File: src/rtl/tea_host_ctrl_if.sv
// Block-in / result-out handshake bundle between the bus front end and tea_host_ctrl.
interface tea_host_ctrl_if #(
    parameter int WORD_SIZE = 32
);
    logic                 iBlkValid;
    logic                 oBlkReady;
    logic [WORD_SIZE-1:0] iBlkV0;
    logic [WORD_SIZE-1:0] iBlkV1;
    logic                 iBlkMode;
    logic                 oResValid;
    logic                 iResReady;
    logic [WORD_SIZE-1:0] oResC0;
    logic [WORD_SIZE-1:0] oResC1;
    logic                 oResMode;
    logic                 oResErr;

    modport master (
        output iBlkValid, iBlkV0, iBlkV1, iBlkMode, iResReady,
        input  oBlkReady, oResValid, oResC0, oResC1, oResMode, oResErr
    );

    modport slave (
        input  iBlkValid, iBlkV0, iBlkV1, iBlkMode, iResReady,
        output oBlkReady, oResValid, oResC0, oResC1, oResMode, oResErr
    );
endinterface

File: src/rtl/tea_host_ctrl.sv
// Host-side initiator for the TEA engine: key file, block/result handshakes, start sequencing.
// Optional RUN watchdog enabled by defining TEA_HOST_TIMEOUT_EN.
module tea_host_ctrl #(
    parameter int WORD_SIZE      = 32,
    parameter int COUNT_WIDTH    = 16,
    parameter int TIMEOUT_CYCLES = 256
) (
    input  logic                   clk,
    input  logic                   rst,
    tea_host_ctrl_if.slave         host,
    input  logic                   iKeyWe,
    input  logic [1:0]             iKeyAddr,
    input  logic [WORD_SIZE-1:0]   iKeyData,
    output logic                   oKeyWrErr,
    output logic [COUNT_WIDTH-1:0] oBlkCount,
    output logic [WORD_SIZE-1:0]   oV0,
    output logic [WORD_SIZE-1:0]   oV1,
    output logic                   oStartCipher,
    output logic                   oStartDecipher,
    input  logic [1:0]             iKeyAddress,
    output logic [WORD_SIZE-1:0]   oKeySubI,
    input  logic [WORD_SIZE-1:0]   iC0,
    input  logic [WORD_SIZE-1:0]   iC1,
    input  logic                   iDone
);

    typedef enum logic [1:0] {IDLE, RUN, DRAIN} stateT;

    stateT                  state, stateNext;
    logic [WORD_SIZE-1:0]   keyReg [4];
    logic                   modeReg, modeNext;
    logic                   firstRun, firstRunNext;
    logic                   blkReadyNext, resValidNext, resModeNext, keyWrErrNext;
    logic                   startCipherNext, startDecipherNext;
    logic [WORD_SIZE-1:0]   v0Next, v1Next, resC0Next, resC1Next;
    logic [COUNT_WIDTH-1:0] blkCountNext;

`ifdef TEA_HOST_TIMEOUT_EN
    localparam int TIMER_WIDTH = $clog2(TIMEOUT_CYCLES + 1);
    logic [TIMER_WIDTH-1:0] timer, timerNext;
    logic                   resErrNext;
`endif

    assign oKeySubI = keyReg[iKeyAddress];

    // Keys are only writable while no block is in flight so the engine never sees a torn key.
    always_ff @(posedge clk or negedge rst) begin
        if (!rst) begin
            for (int i = 0; i < 4; i++) keyReg[i] <= '0;
        end else if (iKeyWe && state == IDLE) begin
            keyReg[iKeyAddr] <= iKeyData;
        end
    end

    always_comb begin
        stateNext         = state;
        modeNext          = modeReg;
        firstRunNext      = firstRun;
        blkReadyNext      = 1'b0;
        resValidNext      = host.oResValid;
        resModeNext       = host.oResMode;
        resC0Next         = host.oResC0;
        resC1Next         = host.oResC1;
        v0Next            = oV0;
        v1Next            = oV1;
        startCipherNext   = oStartCipher;
        startDecipherNext = oStartDecipher;
        blkCountNext      = oBlkCount;
        keyWrErrNext      = iKeyWe && (state != IDLE);
`ifdef TEA_HOST_TIMEOUT_EN
        timerNext         = timer;
        resErrNext        = host.oResErr;
`endif
        unique case (state)
            IDLE: begin
                blkReadyNext      = 1'b1;
                resValidNext      = 1'b0;
                startCipherNext   = 1'b0;
                startDecipherNext = 1'b0;
                if (host.iBlkValid && host.oBlkReady) begin
                    v0Next            = host.iBlkV0;
                    v1Next            = host.iBlkV1;
                    modeNext          = host.iBlkMode;
                    startCipherNext   = !host.iBlkMode;
                    startDecipherNext = host.iBlkMode;
                    blkReadyNext      = 1'b0;
                    firstRunNext      = 1'b1;
                    stateNext         = RUN;
`ifdef TEA_HOST_TIMEOUT_EN
                    timerNext         = '0;
`endif
                end
            end
            RUN: begin
                // The first RUN cycle may still show done from the previous block, so it is masked.
                firstRunNext = 1'b0;
`ifdef TEA_HOST_TIMEOUT_EN
                timerNext    = timer + 1'b1;
`endif
                if (!firstRun && iDone) begin
                    resC0Next         = iC0;
                    resC1Next         = iC1;
                    resModeNext       = modeReg;
                    resValidNext      = 1'b1;
                    startCipherNext   = 1'b0;
                    startDecipherNext = 1'b0;
                    stateNext         = DRAIN;
`ifdef TEA_HOST_TIMEOUT_EN
                    resErrNext        = 1'b0;
                end else if (timer == TIMER_WIDTH'(TIMEOUT_CYCLES - 1)) begin
                    resC0Next         = '0;
                    resC1Next         = '0;
                    resModeNext       = modeReg;
                    resErrNext        = 1'b1;
                    resValidNext      = 1'b1;
                    startCipherNext   = 1'b0;
                    startDecipherNext = 1'b0;
                    stateNext         = DRAIN;
`endif
                end
            end
            DRAIN: begin
                startCipherNext   = 1'b0;
                startDecipherNext = 1'b0;
                if (host.iResReady) begin
                    resValidNext = 1'b0;
                    blkCountNext = oBlkCount + 1'b1;
                    blkReadyNext = 1'b1;
                    stateNext    = IDLE;
                end
            end
            default: stateNext = IDLE;
        endcase
    end

    // All outputs are registered; async reset drops the start lines immediately.
    always_ff @(posedge clk or negedge rst) begin
        if (!rst) begin
            state          <= IDLE;
            modeReg        <= 1'b0;
            firstRun       <= 1'b0;
            host.oBlkReady <= 1'b0;
            host.oResValid <= 1'b0;
            host.oResMode  <= 1'b0;
            host.oResC0    <= '0;
            host.oResC1    <= '0;
            oV0            <= '0;
            oV1            <= '0;
            oStartCipher   <= 1'b0;
            oStartDecipher <= 1'b0;
            oBlkCount      <= '0;
            oKeyWrErr      <= 1'b0;
        end else begin
            state          <= stateNext;
            modeReg        <= modeNext;
            firstRun       <= firstRunNext;
            host.oBlkReady <= blkReadyNext;
            host.oResValid <= resValidNext;
            host.oResMode  <= resModeNext;
            host.oResC0    <= resC0Next;
            host.oResC1    <= resC1Next;
            oV0            <= v0Next;
            oV1            <= v1Next;
            oStartCipher   <= startCipherNext;
            oStartDecipher <= startDecipherNext;
            oBlkCount      <= blkCountNext;
            oKeyWrErr      <= keyWrErrNext;
        end
    end

`ifdef TEA_HOST_TIMEOUT_EN
    always_ff @(posedge clk or negedge rst) begin
        if (!rst) begin
            timer        <= '0;
            host.oResErr <= 1'b0;
        end else begin
            timer        <= timerNext;
            host.oResErr <= resErrNext;
        end
    end
`else
    assign host.oResErr = 1'b0;
`endif

endmodule

File: src/flat_wrapper.sv
// flat-port wrapper written by rule: the top's interface ports become plain ports
module tea_host_ctrl_flat 
#(
    parameter int WORD_SIZE      = 32,
    parameter int COUNT_WIDTH    = 16,
    parameter int TIMEOUT_CYCLES = 256
)
  (clk, rst, iKeyWe, iKeyAddr, iKeyData, oKeyWrErr, oBlkCount, oV0, oV1, oStartCipher, oStartDecipher, iKeyAddress, oKeySubI, iC0, iC1, iDone, host_iBlkValid, host_iBlkV0, host_iBlkV1, host_iBlkMode, host_iResReady, host_oBlkReady, host_oResValid, host_oResC0, host_oResC1, host_oResMode, host_oResErr);
  tea_host_ctrl_if #(.WORD_SIZE(WORD_SIZE)) host_i ();
  input  logic clk;
  input  logic rst;
  input  logic iKeyWe;
  input  logic [1:0] iKeyAddr;
  input  logic [WORD_SIZE-1:0] iKeyData;
  output logic oKeyWrErr;
  output logic [COUNT_WIDTH-1:0] oBlkCount;
  output logic [WORD_SIZE-1:0] oV0;
  output logic [WORD_SIZE-1:0] oV1;
  output logic oStartCipher;
  output logic oStartDecipher;
  input  logic [1:0] iKeyAddress;
  output logic [WORD_SIZE-1:0] oKeySubI;
  input  logic [WORD_SIZE-1:0] iC0;
  input  logic [WORD_SIZE-1:0] iC1;
  input  logic iDone;
  input wire logic [$bits(host_i.iBlkValid)-1:0] host_iBlkValid;
  input wire logic [$bits(host_i.iBlkV0)-1:0] host_iBlkV0;
  input wire logic [$bits(host_i.iBlkV1)-1:0] host_iBlkV1;
  input wire logic [$bits(host_i.iBlkMode)-1:0] host_iBlkMode;
  input wire logic [$bits(host_i.iResReady)-1:0] host_iResReady;
  output wire logic [$bits(host_i.oBlkReady)-1:0] host_oBlkReady;
  output wire logic [$bits(host_i.oResValid)-1:0] host_oResValid;
  output wire logic [$bits(host_i.oResC0)-1:0] host_oResC0;
  output wire logic [$bits(host_i.oResC1)-1:0] host_oResC1;
  output wire logic [$bits(host_i.oResMode)-1:0] host_oResMode;
  output wire logic [$bits(host_i.oResErr)-1:0] host_oResErr;
  assign host_i.iBlkValid = host_iBlkValid;
  assign host_i.iBlkV0 = host_iBlkV0;
  assign host_i.iBlkV1 = host_iBlkV1;
  assign host_i.iBlkMode = host_iBlkMode;
  assign host_i.iResReady = host_iResReady;
  assign host_oBlkReady = host_i.oBlkReady;
  assign host_oResValid = host_i.oResValid;
  assign host_oResC0 = host_i.oResC0;
  assign host_oResC1 = host_i.oResC1;
  assign host_oResMode = host_i.oResMode;
  assign host_oResErr = host_i.oResErr;
  tea_host_ctrl #(.WORD_SIZE(WORD_SIZE), .COUNT_WIDTH(COUNT_WIDTH), .TIMEOUT_CYCLES(TIMEOUT_CYCLES)) u_core (.clk(clk), .rst(rst), .host(host_i), .iKeyWe(iKeyWe), .iKeyAddr(iKeyAddr), .iKeyData(iKeyData), .oKeyWrErr(oKeyWrErr), .oBlkCount(oBlkCount), .oV0(oV0), .oV1(oV1), .oStartCipher(oStartCipher), .oStartDecipher(oStartDecipher), .iKeyAddress(iKeyAddress), .oKeySubI(oKeySubI), .iC0(iC0), .iC1(iC1), .iDone(iDone));
endmodule
File: config.mk
export PLATFORM = sky130hd
export DESIGN_NAME = tea_host_ctrl_flat
export DESIGN_NICKNAME = d
export VERILOG_FILES = /design/src/rtl/tea_host_ctrl_if.sv /design/src/rtl/tea_host_ctrl.sv /design/src/flat_wrapper.sv
export SDC_FILE = /design/constraint.sdc
export NUM_CORES = 1
export LEC_CHECK = 0
export BUFFER_PORTS_ARGS = -buffer_cell sky130_fd_sc_hd__buf_4
export CORE_ASPECT_RATIO = 0.6
export CORE_MARGIN = 4
export CORE_UTILIZATION = 49
export DETAILED_ROUTE_END_ITERATION = 6
export GPL_ROUTABILITY_DRIVEN = 0
export PLACE_DENSITY_LB_ADDON = 0.05
export SETUP_SLACK_MARGIN = 0.4
export SLEW_MARGIN = 10
export SYNTH_ARGS = -nofsm -noshare
export SYNTH_HDL_FRONTEND = slang
export SYNTH_SLANG_ARGS = --single-unit
File: constraint.sdc
create_clock -name clk -period 5.05 [get_ports clk]
set_input_delay 0.505 -clock clk [delete_from_list [all_inputs] [get_ports clk]]
set_output_delay 0.505 -clock clk [all_outputs]
set_load 0.01 [all_outputs]
=== Word level (Yosys, flattened, before mapping) ===
Index checks and enable logic that the tools add are counted.

* Flip-flop bits (word level): 282
* Input bits: 171
* Output and inout bits: 183
* Logic and storage cells: 70

* Add/subtract/negate cells: 1
* Magnitude comparators: 3
* Eq/ne operators: 5
* Muxes and demuxes: 23
* Bitwise logic cells: 2
* Reductions and logical operators: 18

{| class="wikitable"
|+ Operators by type and width
! operator !! count
|-
| $bwmux 128 || 1
|-
| $mux 32 || 3
|-
| $bmux 32 s2 || 1
|-
| $demux 32 s2 || 1
|-
| $add 16x1->16 const B || 1
|-
| $reduce_and 2->1 || 5
|-
| $pmux 1 s3 || 3
|-
| $mux 1 || 8
|-
| $ge 3x3->1 const B || 2
|-
| $mux 2 || 3
|-
| $not 2->3 || 2
|-
| $pmux 2 s3 || 1
|-
| $reduce_and 3->1 || 2
|-
| $logic_and 1x1->1 || 5
|-
| $ne 2x2->1 const B || 2
|-
| $pmux 1 s2 || 2
|-
| $reduce_bool 2->1 || 2
|-
| $lt 3x1->1 const B || 1
|-
| $reduce_bool 3->1 || 1
|-
| $eq 2x1->1 const B || 1
|-
| $eq 2x2->1 const B || 1
|-
| $logic_not 1->1 || 2
|-
| $logic_not 2->1 || 1
|-
| $ne 2x1->1 const B || 1
|}

=== Longest topological paths before layout ===
Gate-level depths: netlist (run 1).

* Depth after elaboration: 6
* Mapped depth: 8
* Gate-level depth less buffers: 6

=== Worst setup path before layout (run 1) ===
OpenSTA, ideal clock, no wires.

* Path type: input-to-output
* From: input iKeyAddress[0]
* To: output oKeySubI[10]
* Arrival time: 1589 ps
* Data required time: 4545 ps
* Path slack: 2956 ps
* Stages: 3
* Path buffers: 2
* Cells stage by stage: clkbuf_1 buf_2 mux4_2

* Cells in the longest elaborated chain, start to end: 4

{| class="wikitable"
|+ RTL lines
! what !! RTL line !! text
|-
| start, declared || flat_wrapper.sv:21 || <nowiki>input logic [1:0] iKeyAddress;</nowiki>
|-
| $not 2->3 (implied by the code) || tea_host_ctrl.sv:44 || <nowiki>assign oKeySubI = keyReg[iKeyAddress];</nowiki>
|-
| $bmux 32 s2 || tea_host_ctrl.sv:44 ||
|-
| $mux 32 (implied by the code) (2 in series) || tea_host_ctrl.sv:44 ||
|-
| end, declared || flat_wrapper.sv:22 || <nowiki>output logic [WORD_SIZE-1:0] oKeySubI;</nowiki>
|}

No other way between the ends. The select of a mux whose other input is x is not followed.

=== Worst setup path in the final report (run 1) ===
* From: register u_core.state[0]
* To: register u_core.keyReg[110] in the netlist's numbering

* Cells in the longest elaborated chain, start to end: 2

{| class="wikitable"
|+ RTL lines
! what !! RTL line !! text
|-
| start, declared || tea_host_ctrl.sv:29 || <nowiki>stateT state, stateNext;</nowiki>
|-
| start signal, assigned || tea_host_ctrl.sv:154 || <nowiki>state <= stateNext;</nowiki>
|-
| $logic_not 2->1 || tea_host_ctrl.sv:50 || <nowiki>end else if (iKeyWe && state == IDLE) begin</nowiki>
|-
| $logic_and 1x1->1 || tea_host_ctrl.sv:50 ||
|-
| end signal, assigned by index || tea_host_ctrl.sv:51 || <nowiki>keyReg[iKeyAddr] <= iKeyData;</nowiki>
|-
| end, declared || tea_host_ctrl.sv:30 || <nowiki>logic [WORD_SIZE-1:0] keyReg [4];</nowiki>
|}

No other way between the ends.
A chain may end at the register's enable or synchronous reset.

==> results.yml, run 1 <==
outcome:
  status: "completed"
worst_setup_path:
  required_ns: 5.45
  slowest_stage: "nor3_4"
  cpPeakStageDelay_ns: 0.60
  cp-end-kind: "flop"
  path_cells: "inv_1 -> ha_1 -> nand2_1 -> nor3_4 -> buf_4 -> mux2_2"
  crit_family: "simple AND/OR/NAND/NOR gates"
  arrival_ns: 2.99
  path_buf_inv: 2
  cp-start-kind: "flop"
  crit_type: "reg2reg"
  worstRegToRegCells: 6
  cp_max_fo: 19
  cp.depth: 6
sta:
  max_freq_ghz: 0.387
  fin_crit_sh_pct: 51.2
  grt_setup_unrepaired: "no"
  fin_ws_ns: 2.46
  worstMarginPinSlew_ns: 1.03
  fin_crit_ns: 2.59
  hold_violations: 0
  max_slew_margin_pct: 31.5
  setup_tns_ns: 0
  fin_skew_ns: 0.0103
  drv_slew: 0
  setup_violations: 0
power:
  leakagePower_nw: 7.24
  power.density_nw_per_um2: 617
  p_total_w: 0.00946
  vdd_drop_max_mv: 0.333
placed_design:
  dpl.hpwl_mm: 19.5
  portBuffers: 352
  post-place-ws_ns: 2.41
grt:
  grt.overflow.total: 0
  antenna_found_initial: 0
  grt_pass1_vias: 7376
  grt_pass1_wl_mm: 42.4
  grt_start_max_net_pins: 118
  grt_use_total_pct: 20.6
cells_and_area:
  diodes: 0
  area_delta_synth_final_pct: 34.5
  fin_nets: 1219
  final_common_cell: "buf_4"
  final_layout_size_suffix_gt1_share_pct: 66.4
  fin_util_pct: 68.4
  final_cell_mix: "buf_4 (357), dfrtp_1 (282), mux2_2 (258)"
synth:
  ys_ff_latch: 282
  synthFlopType: "dfrtp_1"
  synthCells: 690
  synth_fp_nets: 866
  synth.area.top_cells: "dfrtp_1 (62%), mux2_2 (25%), mux4_2 (6.3%)"
  synthMuxAreaShare_pct: 32.0
  synth_compound_area_share_pct: 0.625
  ys_async_sr_fraction_pct: 100
  avgSynthCellArea_sq_um: 16.5
  synth-seq-area-share_pct: 61.9
  netlist.area_leader.share_pct: 61.9
  synth_cell_types: 35
  ys_warn_count: 0
  syn_area_sq_um: 11400
  synthAdderAreaFrac_pct: 0.548
  synth_top_family_by_area: "multiplexers"
  synth_xor_area_share_pct: 1.15
  synth_edf_count: 0
  yosys.area_share.simple_pct: 2.05
  synth_area_leader_cell: "dfrtp_1"
drt:
  vias: 7083
  drt_pass1_iterations: 5
  drtAntennaViolNets: 0
  routed_wl_mm: 27.5
  drtIter0Drc: 301
  wl_per_cell_microns: 20.1
  vias_per_cell: 5.17
  drc: 0
cts:
  cts-root-buf: "clkbuf_16"
  cts_resized: 0
  cts_sinks: 282
  clockBufferDepth: 3
  clk_latency_ns: 0.52
  htreeDepth: 1
  cts-hold-fix-buffers: 0
  post_cts_buffers: 0
  cts.clk_slew.worst_paths_ns: 0.06
  cts_buffers: 27
  cts_tree: "yes"
floorplan:
  pin_count: 354
  fp.dieH_microns: 126
  die_area_sq_um: 25900
  die_w_microns: 205
  start_util_pct: 50.8
  core_area_sq_um: 22400
  fp-row-count: 42
run:
  cap_violations: 0
hold_path:
  hold_path.class: "in2async"
## state kept, by name (all words and copies together), names as in the netlist, 2 cells and up
signal / flops
u_core.keyReg: 128
u_core.host.oResC0: 32
u_core.oBlkCount: 16
u_core.host.oResC1: 32
u_core.state: 2
u_core.oV0: 32
u_core.oV1: 32
## power breakdown
group | switching (W) | leakage, nW | internal (W)
registers | 0.000542 | 3.41 | 0.00334
logic | 0.00134 | 3.35 | 0.00205
clock network | 0.000850 | 0.485 | 0.00134
total | 0.00273 | 7.24 | 0.00673
## cells in the mapped netlist, types with 2 or more instances
master and count:
dfrtp_1 282, mux4_2 32, xnor2_1 8, clkbuf_1 2, nand2_1 15, mux2_2 258
inv_1 5, nand4_1 5, nor2_1 6, ha_1 5, xor2_1 7, buf_2 27
and3_1 3, a21oi_1 2, o21ai_0 2, o41ai_1 2, nand3_1 6, nor2b_1 2
buf_1 2, buf_4 4
## cell families (layout without fill, tap and decap cells)
family	Yosys count	in the layout
muxes	292	292
DFF	282	282
and+or+nand+nor	45	45
buffers and inverters	40	413
xor gates and xnor gates	15	15
AOI/OAI and AO/OA	10	10
adders and majority gates	5	5
other	1	1
## stage by stage
step | hold WS, ns | instance area [sq um] | std cells
3_5_place_dp | 0.461 | 14300 | 1322
6_report | 0.0385 | 15300 | 1371
2_1_floorplan | 0.209 | 11400 | 690
5_1_grt | 0.0948 | 15300 | 1371
4_1_cts | 0.106 | 15300 | 1371
3_3_place_gp | 0.466 | 14300 | 1322
## final timing paths
path,end,from,slack (ns)
min in group clk,u_core.oStartCipher,host_iBlkMode,0.18
worst min-delay path,u_core.oV0[25],rst,0.04
worst min register to register,u_core.oBlkCount[15],u_core.oBlkCount[15],0.47
worst max-delay path,u_core.keyReg[110],u_core.state[0],2.46
worst max register to register,u_core.keyReg[110],u_core.state[0],2.46
max in group asynchronous,u_core.host.oResC1[20],rst,3.82
## area by class of cell
class                   count  area [sq um]
fillers                  1603          7100
flip-flops and latches    282          7060
inverters                   5          18.8
multi-input cells         368          4170
clock inverters            15           219
repair buffers            359          2720
clock buffers              34           772
well taps                 308           385
## per-layer routing
metal / global-route usage (%) / share of wire (%)
met1: 29.3 / 45
met2: 32.4 / 46
met3: 6.45 / 8.3
met4: 2.95 / 1.3
met5: 0 / 0
Note: power is estimated with default switching activity, not from simulation.
==> inputs of run 2 (changes only) <==
==> constraint.sdc (replaced) <==
create_clock -name clk -period 2.6 [get_ports clk]
set_input_delay 0.26 -clock clk [delete_from_list [all_inputs] [get_ports clk]]
set_output_delay 0.26 -clock clk [all_outputs]
set_load 0.01 [all_outputs]
==> results.yml, run 2 (synthesis gave the netlist of run 1 again) <==
sta:
  grt_setup_unrepaired: "no"
  max_slew_margin_pct: 61.5
  setup_tns_ns: 0
  fin_crit_sh_pct: 79.8
  fin_ws_ns: 0.524
  fin_crit_ns: 2.08
  hold_violations: 0
  worstMarginPinSlew_ns: 0.576
  setup_violations: 0
  drv_slew: 0
  max_freq_ghz: 0.482
  fin_skew_ns: 0.0137
cells_and_area:
  area_delta_synth_final_pct: 49.7
  fin_nets: 1389
  final_common_cell: "buf_4"
  largest_register_ffs: 128
  final_cell_mix: "buf_4 (361), dfrtp_1 (282), mux2_2 (258)"
  diodes: 0
  regMostFlops: "u_core.keyReg"
  n_fill_cell: 1349
  fin_area_sq_um: 17100
  final_layout_size_suffix_gt1_share_pct: 57.8
power:
  power.density_nw_per_um2: 1100
  vdd_drop_max_mv: 0.731
  leakagePower_nw: 7.99
floorplan:
  fp.dieH_microns: 126
  die_area_sq_um: 25900
  start_util_pct: 50.8
  fp-row-count: 42
  core_area_sq_um: 22400
  die_w_microns: 205
  pin_count: 354
worst_setup_path:
  slowest_stage: "dfrtp_1"
  crit_type: "reg2reg"
  crit_family: "buffers and inverters"
  rrSetupSlack_ns: 0.52
  path_buf_inv: 2
  cpPeakStageDelay_ns: 0.41
  crit_top_cell: "nand2_1"
  required_ns: 2.99
  cp_max_fo: 32
  arrival_ns: 2.47
  cp-end-kind: "flop"
  path_cells: "inv_1 -> ha_1 -> nand2_1 -> nor2_1 -> nand2_1 -> buf_4 -> mux2_2"
  cp-start-kind: "flop"
run:
  cap_violations: 0
hold_path:
  hold_path.class: "in2reg"
grt:
  grt_pass1_wl_mm: 49.2
  grt_start_max_net_pins: 72
  grt_use_total_pct: 23.7
  grt.overflow.total: 0
  antenna_found_initial: 0
  grt_pass1_vias: 8700
cts:
  cts_sinks: 282
  cts_resized: 0
  cts_tree: "yes"
  htreeDepth: 1
  clk_latency_ns: 0.52
  cts.clk_slew.worst_paths_ns: 0.07
  clockBufferDepth: 3
  cts_buffers: 26
  cts-root-buf: "clkbuf_16"
  post_cts_buffers: 0
drt:
  drt_pass1_iterations: 4
  vias: 7920
  drc: 0
  drtAntennaViolNets: 0
  vias_per_cell: 5.14
  wl_per_cell_microns: 20.0
  routed_wl_mm: 30.7
  drtIter0Drc: 374
placed_design:
  post-place-ws_ns: 0.575
  placed_cell_area_sq_um: 14500
  portBuffers: 352
  dpl.hpwl_mm: 20.2
outcome:
  status: "completed"
run 2: changes by cell type in the layout (fill, tap and decap cells not counted), sizes merged:
cell / delta
buf: +11
bufinv: -1
clkbuf: +5
clkinv: -3
clkinvlp: -3
dlygate4sd3: +160
run 2: worst reg2reg max path, cell delays in order (launching register included):
cell and delay, ns:
dfrtp_1 0.41, inv_1 0.09, ha_1 0.34, nand2_1 0.18, nor2_1 0.06, nand2_1 0.06
buf_4 0.41, mux2_2 0.40
run 2: worst paths after layout:
check / start / end / depth (start not counted)
max: u_core.state[0] / u_core.keyReg[50] / 7
min: iKeyData[19] / u_core.keyReg[115] / 2
max reg2reg: u_core.state[0] / u_core.keyReg[50] / 7
min reg2reg: u_core.oBlkCount[15] / u_core.oBlkCount[15] / 1
max in group asynchronous: rst / u_core.host.oResC1[4] / 3
min in group asynchronous: rst / u_core.oV0[30] / 2
run 2: layout make-up:
type | count | area (sq um) | area share (%)
clock buffer | 39 | 811 | 4.75
clock inverter | 8 | 144 | 0.843
inverter | 5 | 18.8 | 0.110
multi-input combinational | 368 | 4170 | 24.4
sequential | 282 | 7060 | 41.3
tap | 308 | 385 | 2.26
timing repair buffer | 530 | 4490 | 26.3
run 2: where the power goes:
group	total, W	internal [W]	switching (W)
combinational	0.00692	0.00418	0.00274
clock	0.00418	0.00255	0.00163
sequential	0.00761	0.00649	0.00112
total	0.0187	0.0132	0.00550
run 2: metrics by stage:
stage / power, W / std cells / hold slack (ns) / util [%]
CTS: 0.0188 / 1540 / 0.00350 / 76.1
floorplan: 0.0110 / 690 / -0.0356 / -
global route: 0.0198 / 1540 / 0.00760 / 76.1
finish: 0.0187 / 1540 / 0.0244 / 76.1
global placement: 0.0142 / 1333 / 0.266 / 64.7
detailed placement: 0.0144 / 1333 / 0.273 / 64.7
run 2: timing repair:
item                                    CTS  global route
endpoints found under the hold margin   298             0
endpoints found under the setup margin    0             0
hold buffers                            160             0
run 2: metal layers:
layer	vias up	share of wire (%)	GRT usage (%)
met5	-	0	0
met4	0	1.8	4.53
met3	48	8.5	7.30
met2	261	47	38.4
met1	4057	43	32.2
li1	3554	-	-
==> inputs of run 3 (changes only) <==
==> constraint.sdc (replaced) <==
create_clock -name clk -period 2.18 [get_ports clk]
set_input_delay 0.218 -clock clk [delete_from_list [all_inputs] [get_ports clk]]
set_output_delay 0.218 -clock clk [all_outputs]
set_load 0.01 [all_outputs]
==> results.yml, run 3 (synthesis gave the netlist of run 1 again) <==
floorplan:
  fp-row-count: 42
  start_util_pct: 50.8
  die_w_microns: 205
  pin_count: 354
  core_area_sq_um: 22400
  fp.dieH_microns: 126
  die_area_sq_um: 25900
power:
  switching_power_w: 0.00684
  p_int_w: 0.0159
  vdd_drop_max_mv: 0.913
  pwr-share-comb_pct: 38.6
  p_total_w: 0.0228
  leakagePower_nw: 8.14
  switching_share_pct: 30.1
  seq_power_share_pct: 40.0
  power.density_nw_per_um2: 1310
  clock_power_share_pct: 21.4
cells_and_area:
  fin_nets: 1404
  final_layout_size_suffix_gt1_share_pct: 58.6
  largest_register_ffs: 128
  regMostFlops: "u_core.keyReg"
  n_fill_cell: 1310
  final_common_cell: "buf_4"
  area_delta_synth_final_pct: 52.7
  final_cell_mix: "buf_4 (331), dfrtp_1 (282), mux2_2 (258)"
sta:
  max_slew_margin_pct: 56.7
  setup_violations: 0
  max_freq_ghz: 0.546
  fin_skew_ns: 0.0205
  worstMarginPinSlew_ns: 0.649
  setup_tns_ns: 0
  hold_violations: 0
  fin_crit_ns: 1.83
  drv_slew: 0
  fin_crit_sh_pct: 84.1
  grt_setup_unrepaired: "yes"
worst_setup_path:
  reg2reg_from: "u_core.state[1]"
  cp_max_fo: 2
  cp-end-kind: "primary output"
  arrival_ns: 1.61
  rrSetupSlack_ns: 0.40
  cp-start-kind: "flop"
  rr_endpoint: "u_core.oV0[13]"
  crit_type: "reg2out"
  required_ns: 1.96
  worstRegToRegCells: 6
drt:
  vias_per_cell: 5.07
  vias: 7900
  drc: 0
  drtAntennaViolNets: 0
  wl_per_cell_microns: 20.9
  routed_wl_mm: 32.6
  drt_pass1_iterations: 5
  drtIter0Drc: 356
grt:
  grt_use_total_pct: 24.7
  grt_pass1_vias: 8741
  antenna_found_initial: 3
  grt_start_max_net_pins: 80
  grt.overflow.total: 0
  grt_pass1_wl_mm: 50.9
hold_path:
  hold_path_end: "u_core.host.oBlkReady"
  whs_path_depth: 4
  hold_path.class: "in2reg"
  min_from: "host_iBlkValid"
cts:
  cts_buffers: 27
  cts_sinks: 282
  clockBufferDepth: 3
  cts.clk_slew.worst_paths_ns: 0.06
  clk_latency_ns: 0.54
  htreeDepth: 1
  cts_tree: "yes"
  cts-root-buf: "clkbuf_16"
placed_design:
  portBuffers: 352
  dpl.hpwl_mm: 20.2
run:
  cap_violations: 0
outcome:
  status: "completed"
-- run 3: what timing repair did --
item	in CTS	in global routing
gates resized for setup	29	22
endpoints found under the hold margin	333	0
hold buffers	164	0
pin swaps	1	2
gates cloned	0	2
buffers inserted	2	5
setup endpoints to repair	199	161
-- run 3: cell type report --
type                       count  area [sq um]  area share [%]
clock inverter                 7          97.6           0.560
multi-input combinational    368          4220            24.2
timing repair buffer         544          4800            27.6
antenna                        3          7.51          0.0431
inverter                       5          18.8           0.108
clock buffer                  42           832            4.78
sequential                   282          7060            40.5
tap                          308           385            2.21
-- run 3: worst max path at each step --
stage / start / to / cells past startpoint
3_3_place_gp: u_core.state[0] / u_core.keyReg[117] / 6
5_1_grt: u_core.keyReg[43] / oKeySubI[11] / 2
3_5_place_dp: u_core.state[0] / u_core.keyReg[114] / 6
6_report: u_core.keyReg[11] / oKeySubI[11] / 2
2_1_floorplan: u_core.state[0] / u_core.keyReg[100] / 7
4_1_cts: u_core.keyReg[11] / oKeySubI[11] / 2
-- run 3: per-stage QoR --
stage	util [%]	cell area (sq um)	hold slack, ns	worst slack (ns)	instances
2_1_floorplan	-	11400	-0.0776	0.439	690
6_report	77.6	17400	0.163	0.347	1559
3_3_place_gp	64.8	14500	0.251	0.289	1334
5_1_grt	77.6	17400	0.199	0.312	1559
3_5_place_dp	64.8	14500	0.250	0.185	1334
4_1_cts	76.8	17200	0.134	0.341	1549
-- run 3: worst max-delay path: stages, from the launching register on --
cell	delay [ns]
dfrtp_1	0.39
mux4_2	0.53
buf_6	0.16
-- run 3: metal layers --
metal  track usage [%]  up-vias  wire [microns]
met5                 0        -               0
met4              4.80        0             694
met3              7.19       50            2360
met2              40.0      227           15500
met1              34.1     4041           14000
li1                  -     3582               -
-- run 3: power groups by stage --
stage	Combinational [W]	Sequential, W	Clock, W
floorplan	0.00367	0.00939	0
global placement	0.00790	0.00900	0
detailed placement	0.00807	0.00906	0
CTS	0.00859	0.00900	0.00496
global route	0.00942	0.00938	0.00520
finish	0.00879	0.00909	0.00487
